<file path="src/rtl/md_pkg.sv">
// Shared encodings for the multiply/divide unit: operation codes, FSM states
// and the default multiply latency.
package md_pkg;

   typedef enum logic [2:0] {
      OP_MULT  = 3'd0,
      OP_MULTU = 3'd1,
      OP_DIV   = 3'd2,
      OP_DIVU  = 3'd3,
      OP_MTHI  = 3'd4,
      OP_MTLO  = 3'd5,
      OP_NOP6  = 3'd6,
      OP_NOP7  = 3'd7
   } md_op_e;

   typedef enum logic [1:0] {
      IDLE = 2'd0,
      MUL  = 2'd1,
      DIV  = 2'd2,
      FIX  = 2'd3
   } md_state_e;

   localparam int DEFAULT_MULT_CYCLES = 5;

endpackage

</file>
<file path="src/rtl/md_if.sv">
// EX-stage request / HI-LO result bundle between the pipeline and md_unit.
interface md_if #(parameter int WIDTH = 32);

   logic             start;
   logic [2:0]       op;
   logic [WIDTH-1:0] a;
   logic [WIDTH-1:0] b;
   logic             flush;
   logic             busy;
   logic [WIDTH-1:0] hi;
   logic [WIDTH-1:0] lo;

   modport master (output start, op, a, b, flush, input busy, hi, lo);
   modport slave  (input start, op, a, b, flush, output busy, hi, lo);

endinterface

</file>
<file path="src/rtl/md_divider.sv">
// Iterative radix-2 restoring divider on unsigned operands, one quotient bit
// per cycle; o_done pulses for one cycle after the last step.
module md_divider #(
   parameter int WIDTH = 32
) (
   input  logic             clk,
   input  logic             reset_n,
   input  logic             i_start,
   input  logic             i_abort,
   input  logic [WIDTH-1:0] i_dividend,
   input  logic [WIDTH-1:0] i_divisor,
   output logic             o_done,
   output logic [WIDTH-1:0] o_quotient,
   output logic [WIDTH-1:0] o_remainder
);

   localparam int CNT_W = $clog2(WIDTH + 1);

   logic [WIDTH-1:0] r_rem;
   logic [WIDTH-1:0] r_quo;
   logic [WIDTH-1:0] r_div;
   logic [CNT_W-1:0] r_cnt;
   logic             r_run;
   logic             r_done;

   logic [WIDTH:0]   w_shift;
   logic [WIDTH:0]   w_sub;
   logic             w_ge;

   // Partial remainder needs one extra bit after the shift before the compare.
   assign w_shift = {r_rem, r_quo[WIDTH-1]};
   assign w_sub   = w_shift - {1'b0, r_div};
   assign w_ge    = (w_shift >= {1'b0, r_div});

   always_ff @(posedge clk or negedge reset_n) begin
      if (!reset_n) begin
         r_rem  <= '0;
         r_quo  <= '0;
         r_div  <= '0;
         r_cnt  <= '0;
         r_run  <= 1'b0;
         r_done <= 1'b0;
      end else begin
         r_done <= 1'b0;
         if (i_abort) begin
            r_run <= 1'b0;
            r_cnt <= '0;
         end else if (i_start) begin
            r_rem <= '0;
            r_quo <= i_dividend;
            r_div <= i_divisor;
            r_cnt <= CNT_W'(WIDTH);
            r_run <= 1'b1;
         end else if (r_run) begin
            r_rem <= w_ge ? w_sub[WIDTH-1:0] : w_shift[WIDTH-1:0];
            r_quo <= {r_quo[WIDTH-2:0], w_ge};
            r_cnt <= r_cnt - 1'b1;
            if (r_cnt == CNT_W'(1)) begin
               r_run  <= 1'b0;
               r_done <= 1'b1;
            end
         end
      end
   end

   assign o_done      = r_done;
   assign o_quotient  = r_quo;
   assign o_remainder = r_rem;

endmodule

</file>
<file path="src/rtl/md_unit.sv">
// Multi-cycle multiply/divide unit owning HI/LO; busy is registered and HI/LO
// only change on an MTHI/MTLO or on the final edge of a completed operation.
module md_unit
   import md_pkg::*;
#(
   parameter int WIDTH       = 32,
   parameter int MULT_CYCLES = DEFAULT_MULT_CYCLES
) (
   input  logic clk,
   input  logic reset_n,
   md_if.slave  bus
);

   localparam int CNT_MAX = (MULT_CYCLES > WIDTH) ? MULT_CYCLES : WIDTH;
   localparam int CNT_W   = $clog2(CNT_MAX + 1);

   md_state_e          r_state;
   logic               r_busy;
   logic [WIDTH-1:0]   r_hi;
   logic [WIDTH-1:0]   r_lo;
   logic [CNT_W-1:0]   r_cnt;
   logic [2*WIDTH-1:0] r_mulA;
   logic [2*WIDTH-1:0] r_mulB;
   logic [2*WIDTH-1:0] r_prod;
   logic               r_qNeg;
   logic               r_rNeg;
   logic               r_divZero;

   md_op_e             w_op;
   logic               w_signed;
   logic [2*WIDTH-1:0] w_extA;
   logic [2*WIDTH-1:0] w_extB;
   logic [2*WIDTH-1:0] w_prod;
   logic [2*WIDTH-1:0] w_mulResult;
   logic [WIDTH-1:0]   w_absA;
   logic [WIDTH-1:0]   w_absB;
   logic               w_divStart;
   logic               w_divDone;
   logic [WIDTH-1:0]   w_quo;
   logic [WIDTH-1:0]   w_rem;

   assign w_op     = md_op_e'(bus.op);
   assign w_signed = (w_op == OP_MULT) || (w_op == OP_DIV);

   // Sign-extending to 2W lets one unsigned multiplier serve MULT and MULTU.
   assign w_extA = w_signed ? {{WIDTH{bus.a[WIDTH-1]}}, bus.a} : {{WIDTH{1'b0}}, bus.a};
   assign w_extB = w_signed ? {{WIDTH{bus.b[WIDTH-1]}}, bus.b} : {{WIDTH{1'b0}}, bus.b};
   assign w_prod = r_mulA * r_mulB;
   assign w_mulResult = (MULT_CYCLES == 1) ? w_prod : r_prod;

   assign w_absA = (w_signed && bus.a[WIDTH-1]) ? -bus.a : bus.a;
   assign w_absB = (w_signed && bus.b[WIDTH-1]) ? -bus.b : bus.b;

   assign w_divStart = (r_state == IDLE) && bus.start && !bus.flush &&
                       ((w_op == OP_DIV) || (w_op == OP_DIVU));

   md_divider #(.WIDTH(WIDTH)) u_divider (
      .clk         (clk),
      .reset_n     (reset_n),
      .i_start     (w_divStart),
      .i_abort     (bus.flush),
      .i_dividend  (w_absA),
      .i_divisor   (w_absB),
      .o_done      (w_divDone),
      .o_quotient  (w_quo),
      .o_remainder (w_rem)
   );

   // Flush overrides everything, including a start sampled in the same cycle.
   always_ff @(posedge clk or negedge reset_n) begin
      if (!reset_n) begin
         r_state   <= IDLE;
         r_busy    <= 1'b0;
         r_hi      <= '0;
         r_lo      <= '0;
         r_cnt     <= '0;
         r_mulA    <= '0;
         r_mulB    <= '0;
         r_prod    <= '0;
         r_qNeg    <= 1'b0;
         r_rNeg    <= 1'b0;
         r_divZero <= 1'b0;
      end else if (bus.flush) begin
         r_state <= IDLE;
         r_busy  <= 1'b0;
         r_cnt   <= '0;
      end else begin
         case (r_state)
            IDLE: begin
               if (bus.start) begin
                  case (w_op)
                     OP_MULT, OP_MULTU: begin
                        r_mulA  <= w_extA;
                        r_mulB  <= w_extB;
                        r_cnt   <= CNT_W'(MULT_CYCLES);
                        r_state <= MUL;
                        r_busy  <= 1'b1;
                     end
                     OP_DIV, OP_DIVU: begin
                        r_qNeg    <= w_signed && (bus.a[WIDTH-1] ^ bus.b[WIDTH-1]);
                        r_rNeg    <= w_signed && bus.a[WIDTH-1];
                        r_divZero <= (bus.b == '0);
                        r_cnt     <= CNT_W'(WIDTH);
                        r_state   <= DIV;
                        r_busy    <= 1'b1;
                     end
                     OP_MTHI: r_hi <= bus.a;
                     OP_MTLO: r_lo <= bus.a;
                     default: ;
                  endcase
               end
            end
            MUL: begin
               r_prod <= w_prod;
               if (r_cnt == CNT_W'(1)) begin
                  r_hi    <= w_mulResult[2*WIDTH-1:WIDTH];
                  r_lo    <= w_mulResult[WIDTH-1:0];
                  r_cnt   <= '0;
                  r_state <= IDLE;
                  r_busy  <= 1'b0;
               end else begin
                  r_cnt <= r_cnt - 1'b1;
               end
            end
            DIV: begin
               if (r_cnt == CNT_W'(1)) begin
                  r_cnt   <= '0;
                  r_state <= FIX;
               end else begin
                  r_cnt <= r_cnt - 1'b1;
               end
            end
            FIX: begin
               if (w_divDone && !r_divZero) begin
                  r_lo <= r_qNeg ? -w_quo : w_quo;
                  r_hi <= r_rNeg ? -w_rem : w_rem;
               end
               r_state <= IDLE;
               r_busy  <= 1'b0;
            end
            default: begin
               r_state <= IDLE;
               r_busy  <= 1'b0;
            end
         endcase
      end
   end

   assign bus.busy = r_busy;
   assign bus.hi   = r_hi;
   assign bus.lo   = r_lo;

endmodule

</file>
<file path="src/flat_wrapper.sv">
// flat-port wrapper written by rule: the top's interface ports become plain ports
module md_unit_flat import md_pkg::*;
#(
   parameter int WIDTH       = 32,
   parameter int MULT_CYCLES = DEFAULT_MULT_CYCLES
)
  (clk, reset_n, bus_start, bus_op, bus_a, bus_b, bus_flush, bus_busy, bus_hi, bus_lo);
  md_if #(.WIDTH(WIDTH)) bus_i ();
  input  logic clk;
  input  logic reset_n;
  input wire logic [$bits(bus_i.start)-1:0] bus_start;
  input wire logic [$bits(bus_i.op)-1:0] bus_op;
  input wire logic [$bits(bus_i.a)-1:0] bus_a;
  input wire logic [$bits(bus_i.b)-1:0] bus_b;
  input wire logic [$bits(bus_i.flush)-1:0] bus_flush;
  output wire logic [$bits(bus_i.busy)-1:0] bus_busy;
  output wire logic [$bits(bus_i.hi)-1:0] bus_hi;
  output wire logic [$bits(bus_i.lo)-1:0] bus_lo;
  assign bus_i.start = bus_start;
  assign bus_i.op = bus_op;
  assign bus_i.a = bus_a;
  assign bus_i.b = bus_b;
  assign bus_i.flush = bus_flush;
  assign bus_busy = bus_i.busy;
  assign bus_hi = bus_i.hi;
  assign bus_lo = bus_i.lo;
  md_unit #(.WIDTH(WIDTH), .MULT_CYCLES(MULT_CYCLES)) u_core (.clk(clk), .reset_n(reset_n), .bus(bus_i));
endmodule
</file>
<file path="config.mk">
export PLATFORM = sky130hd
export DESIGN_NAME = md_unit_flat
export DESIGN_NICKNAME = d
export VERILOG_FILES = /design/src/rtl/md_pkg.sv /design/src/rtl/md_if.sv /design/src/rtl/md_divider.sv /design/src/rtl/md_unit.sv /design/src/flat_wrapper.sv
export SDC_FILE = /design/constraint.sdc
export NUM_CORES = 2
export LEC_CHECK = 0
export BUFFER_PORTS_ARGS = -buffer_cell sky130_fd_sc_hd__buf_2
export CAP_MARGIN = 20
export CORE_MARGIN = 1
export CORE_UTILIZATION = 36
export CTS_CLUSTER_DIAMETER = 60
export DETAILED_ROUTE_END_ITERATION = 12
export GPL_TIMING_DRIVEN = 1
export PLACE_DENSITY = 0.55
export SLEW_MARGIN = 20
export SYNTH_ARGS = -nofsm -noshare
export SYNTH_HDL_FRONTEND = slang
export SYNTH_SLANG_ARGS = --single-unit
</file>
<file path="constraint.sdc">
create_clock -name clk -period 21.1 [get_ports clk]
set_clock_uncertainty 0.05 [all_clocks]
set_input_delay 3.165 -clock clk [delete_from_list [all_inputs] [get_ports clk]]
set_output_delay 3.165 -clock clk [all_outputs]
set_load 0.01 [all_outputs]
</file>
==> impl_metrics.json <==
{
  "status": "completed",
  "vias_per_cell": 5.06,
  "antenna_found_initial": 18,
  "cts_resized": 0,
  "cts_root_buf": "clkbuf_16",
  "globalRouteTotalUtil": 0.235,
  "layout-drive-gt1-share": 0.0565,
  "cts.sinks": 310,
  "cp.buffers_inverters": 7,
  "ys.flop_type": "dfrtp_1",
  "ys_warn_count": 0,
  "numCtsBuffers": 44,
  "crit_required_ns": 21.53,
  "cp_common_cell": "fa_1",
  "syn_inst": 6982,
  "grt_pass1_wl_um": 321000,
  "fmax_ghz": 0.0992,
  "drtAntennaViolNets": 0,
  "rows": 155,
  "critPathLaunchType": "flop",
  "syn-num-nets": 8832,
  "crit_path_end_kind": "flop",
  "slew_headroom": 0.310,
  "area_delta_synth_final_pct": 7.02,
  "critPathSlowestCell": "dfrtp_2",
  "io_buffers": 135,
  "top_level_ports": 136,
  "totalWireLength_um": 209000,
  "vias": 47000,
  "drv_cap": 0,
  "synth_edf_count": 0,
  "min_period_ns": 10.08,
  "min_path_type": "flop to flop",
  "setup_tns_ns": 0,
  "final_nets": 8754,
  "cp_top_family": "adder cells",
  "initial_core_util": 0.363,
  "ys_seq_area_frac": 0.120,
  "reg2reg_depth": 29,
  "cpPeakStageDelay_ns": 0.94,
  "synth-seq-cells": 310,
  "yosysUniqueCellTypes": 78,
  "grt_max_degree": 150,
  "die-area_um2": 182000,
  "critical_path_class": "flop to flop",
  "die_h_um": 427,
  "worstHoldPathCells": 2,
  "gp_congestion": 0.945,
  "clk-insertion-delay-late_ns": 0.63,
  "drtIter0Drc": 3363,
  "core-area_um2": 179000,
  "arrival_ns": 10.51,
  "post_cts_buffers": 0,
  "post-route-period-util": 0.478,
  "setup_viol": 0,
  "cts_max_level": 2,
  "die_width_um": 427,
  "cts_tree": "done",
  "worstMarginPinSlew_ns": 1.03,
  "cts_hold_buf": 0,
  "grt_pass1_vias": 50500,
  "syn_area_um2": 64900,
  "final_max_slew_viol_count": 0,
  "drc": 0,
  "hpwl_um": 168000,
  "clkTransAtPathRegs_ns": 0.07,
  "wire_per_inst_um": 22.5,
  "rsz0062_at_grt": "false",
  "path_depth": 29,
  "dr.pass1.iters": 5,
  "cts_buffer_depth": 3,
  "grt.overflow.total": 0,
  "synth.avg_cell_area_um2": 9.30,
  "async_flop_share": 1.00,
  "cp_max_fo": 34,
  "hold_viol_final": 0
}
-- through the flow --
step / area (um2) / util / hold slack, ns / instances / setup WS (ns)
final: 69500 / 0.389 / 0.425 / 9298 / 11.02
after global routing: 69500 / 0.388 / 0.444 / 9296 / 10.61
after CTS: 69400 / 0.388 / 0.428 / 9293 / 10.87
after detailed placement: 68000 / 0.380 / 0.415 / 9212 / 10.93
after global placement: 68000 / 0.380 / 0.405 / 9212 / 10.89
after floorplan: 64900 / - / 0.388 / 6982 / 12.24
-- kinds of logic (layout without fill, tap and decap cells) --
| logic type | after synthesis | after routing | synth area share |
|---|---|---|---|
| AOI/OAI and AO/OA | 841 | 841 | 0.0793 |
| and+or+nand+nor | 1802 | 1802 | 0.135 |
| xor gates and xnor gates | 248 | 248 | 0.0335 |
| buffers and inverters | 1933 | 1890 | 0.112 |
| DFF | 310 | 310 | 0.120 |
| adders and majority gates | 1781 | 1781 | 0.509 |
| muxes | 67 | 67 | 0.0114 |
| other | 0 | 4 | 0 |
-- tightest hold or removal path, stage by stage, from the launching register on --
cell,delay (ns)
dfrtp_1,0.34
nand2_1,0.04
o21ai_0,0.06
-- cell usage after synthesis, drive strengths merged (56+ instances only) --
cell type,count,share of area
dfrtp,310,0.12
fa,1434,0.44
ha,345,0.066
xnor2,179,0.024
xor2,69,0.0093
and2,591,0.057
a21oi,226,0.017
inv,1584,0.092
clkbuf,338,0.020
mux2,56,0.0097
nor2,122,0.0071
a22o,56,0.0076
o21ai,294,0.023
nand2,872,0.050
-- metal layers --
metal  GRT usage  routed length (um)  vias up
li1            -                   -    20800
met1       0.319               90500    24600
met2       0.397              101000     1438
met3      0.0321               12700      255
met4      0.0565                5460        0
met5           0                   0        -
-- cells in the final DEF (no fill, tap or decap), drive strengths merged, types with 13 or more instances in the layout --
cell    count
nand4      18
a31oi      45
inv      1591
a21oi     226
xnor2     179
o21ai     294
a21o       41
o21a       22
fa       1434
nor3       50
clkbuf     58
mux2       56
o41ai      13
o31ai      33
nand2     872
nor2      122
and3       14
and2      591
nand2b     17
nor2b      17
or3        18
nand3      24
a211oi     18
ha        345
a22o       56
buf       225
nor4       13
o21bai     14
a221oi     13
dfrtp     310
xor2       69
-- worst paths after layout --
check,start,endpoint,slack (ns)
worst min-delay path,u_core.bus.lo[13]$_DFFE_PN0P_,u_core.bus.lo[13]$_DFFE_PN0P_,0.43
worst max register to register,u_core.r_mulB[4]$_DFFE_PN0P_,u_core.r_prod[63]$_DFFE_PN0P_,11.02
min in group asynchronous,reset_n,u_core.r_prod[8]$_DFFE_PN0P_,2.54
max in group asynchronous,reset_n,u_core.r_prod[58]$_DFFE_PN0P_,16.80
worst min register to register,u_core.bus.lo[13]$_DFFE_PN0P_,u_core.bus.lo[13]$_DFFE_PN0P_,0.43
worst max-delay path,u_core.r_mulB[4]$_DFFE_PN0P_,u_core.r_prod[63]$_DFFE_PN0P_,11.02
-- state kept, by name (all words and copies together), names as in the netlist --
signal,flops
u_core.u_divider.o_done,1
u_core.r_qNeg,1
u_core.r_mulB,33
u_core.r_state,2
u_core.bus.hi,32
u_core.r_cnt,6
u_core.r_mulA,33
u_core.u_divider.r_cnt,6
u_core.r_rNeg,1
u_core.u_divider.r_div,32
u_core.u_divider.o_remainder,32
u_core.u_divider.o_quotient,32
u_core.u_divider.r_run,1
u_core.r_divZero,1
u_core.bus.busy,1
u_core.r_prod,64
u_core.bus.lo,32
-- area by class of cell --
cell class | instances | area (um2)
Sequential cell | 310 | 7760
Tap cell | 2355 | 2950
Clock inverter | 23 | 244
Timing Repair Buffer | 225 | 1380
Inverter | 1584 | 5950
Antenna cell | 4 | 10.0
Multi-Input combinational cell | 4739 | 49900
Clock buffer | 58 | 1240
Fill cell | 18000 | 109000
Power is left out: the tool's default activity adds up to more than one toggle a clock period on the data nets, which glitch-free logic cannot reach.
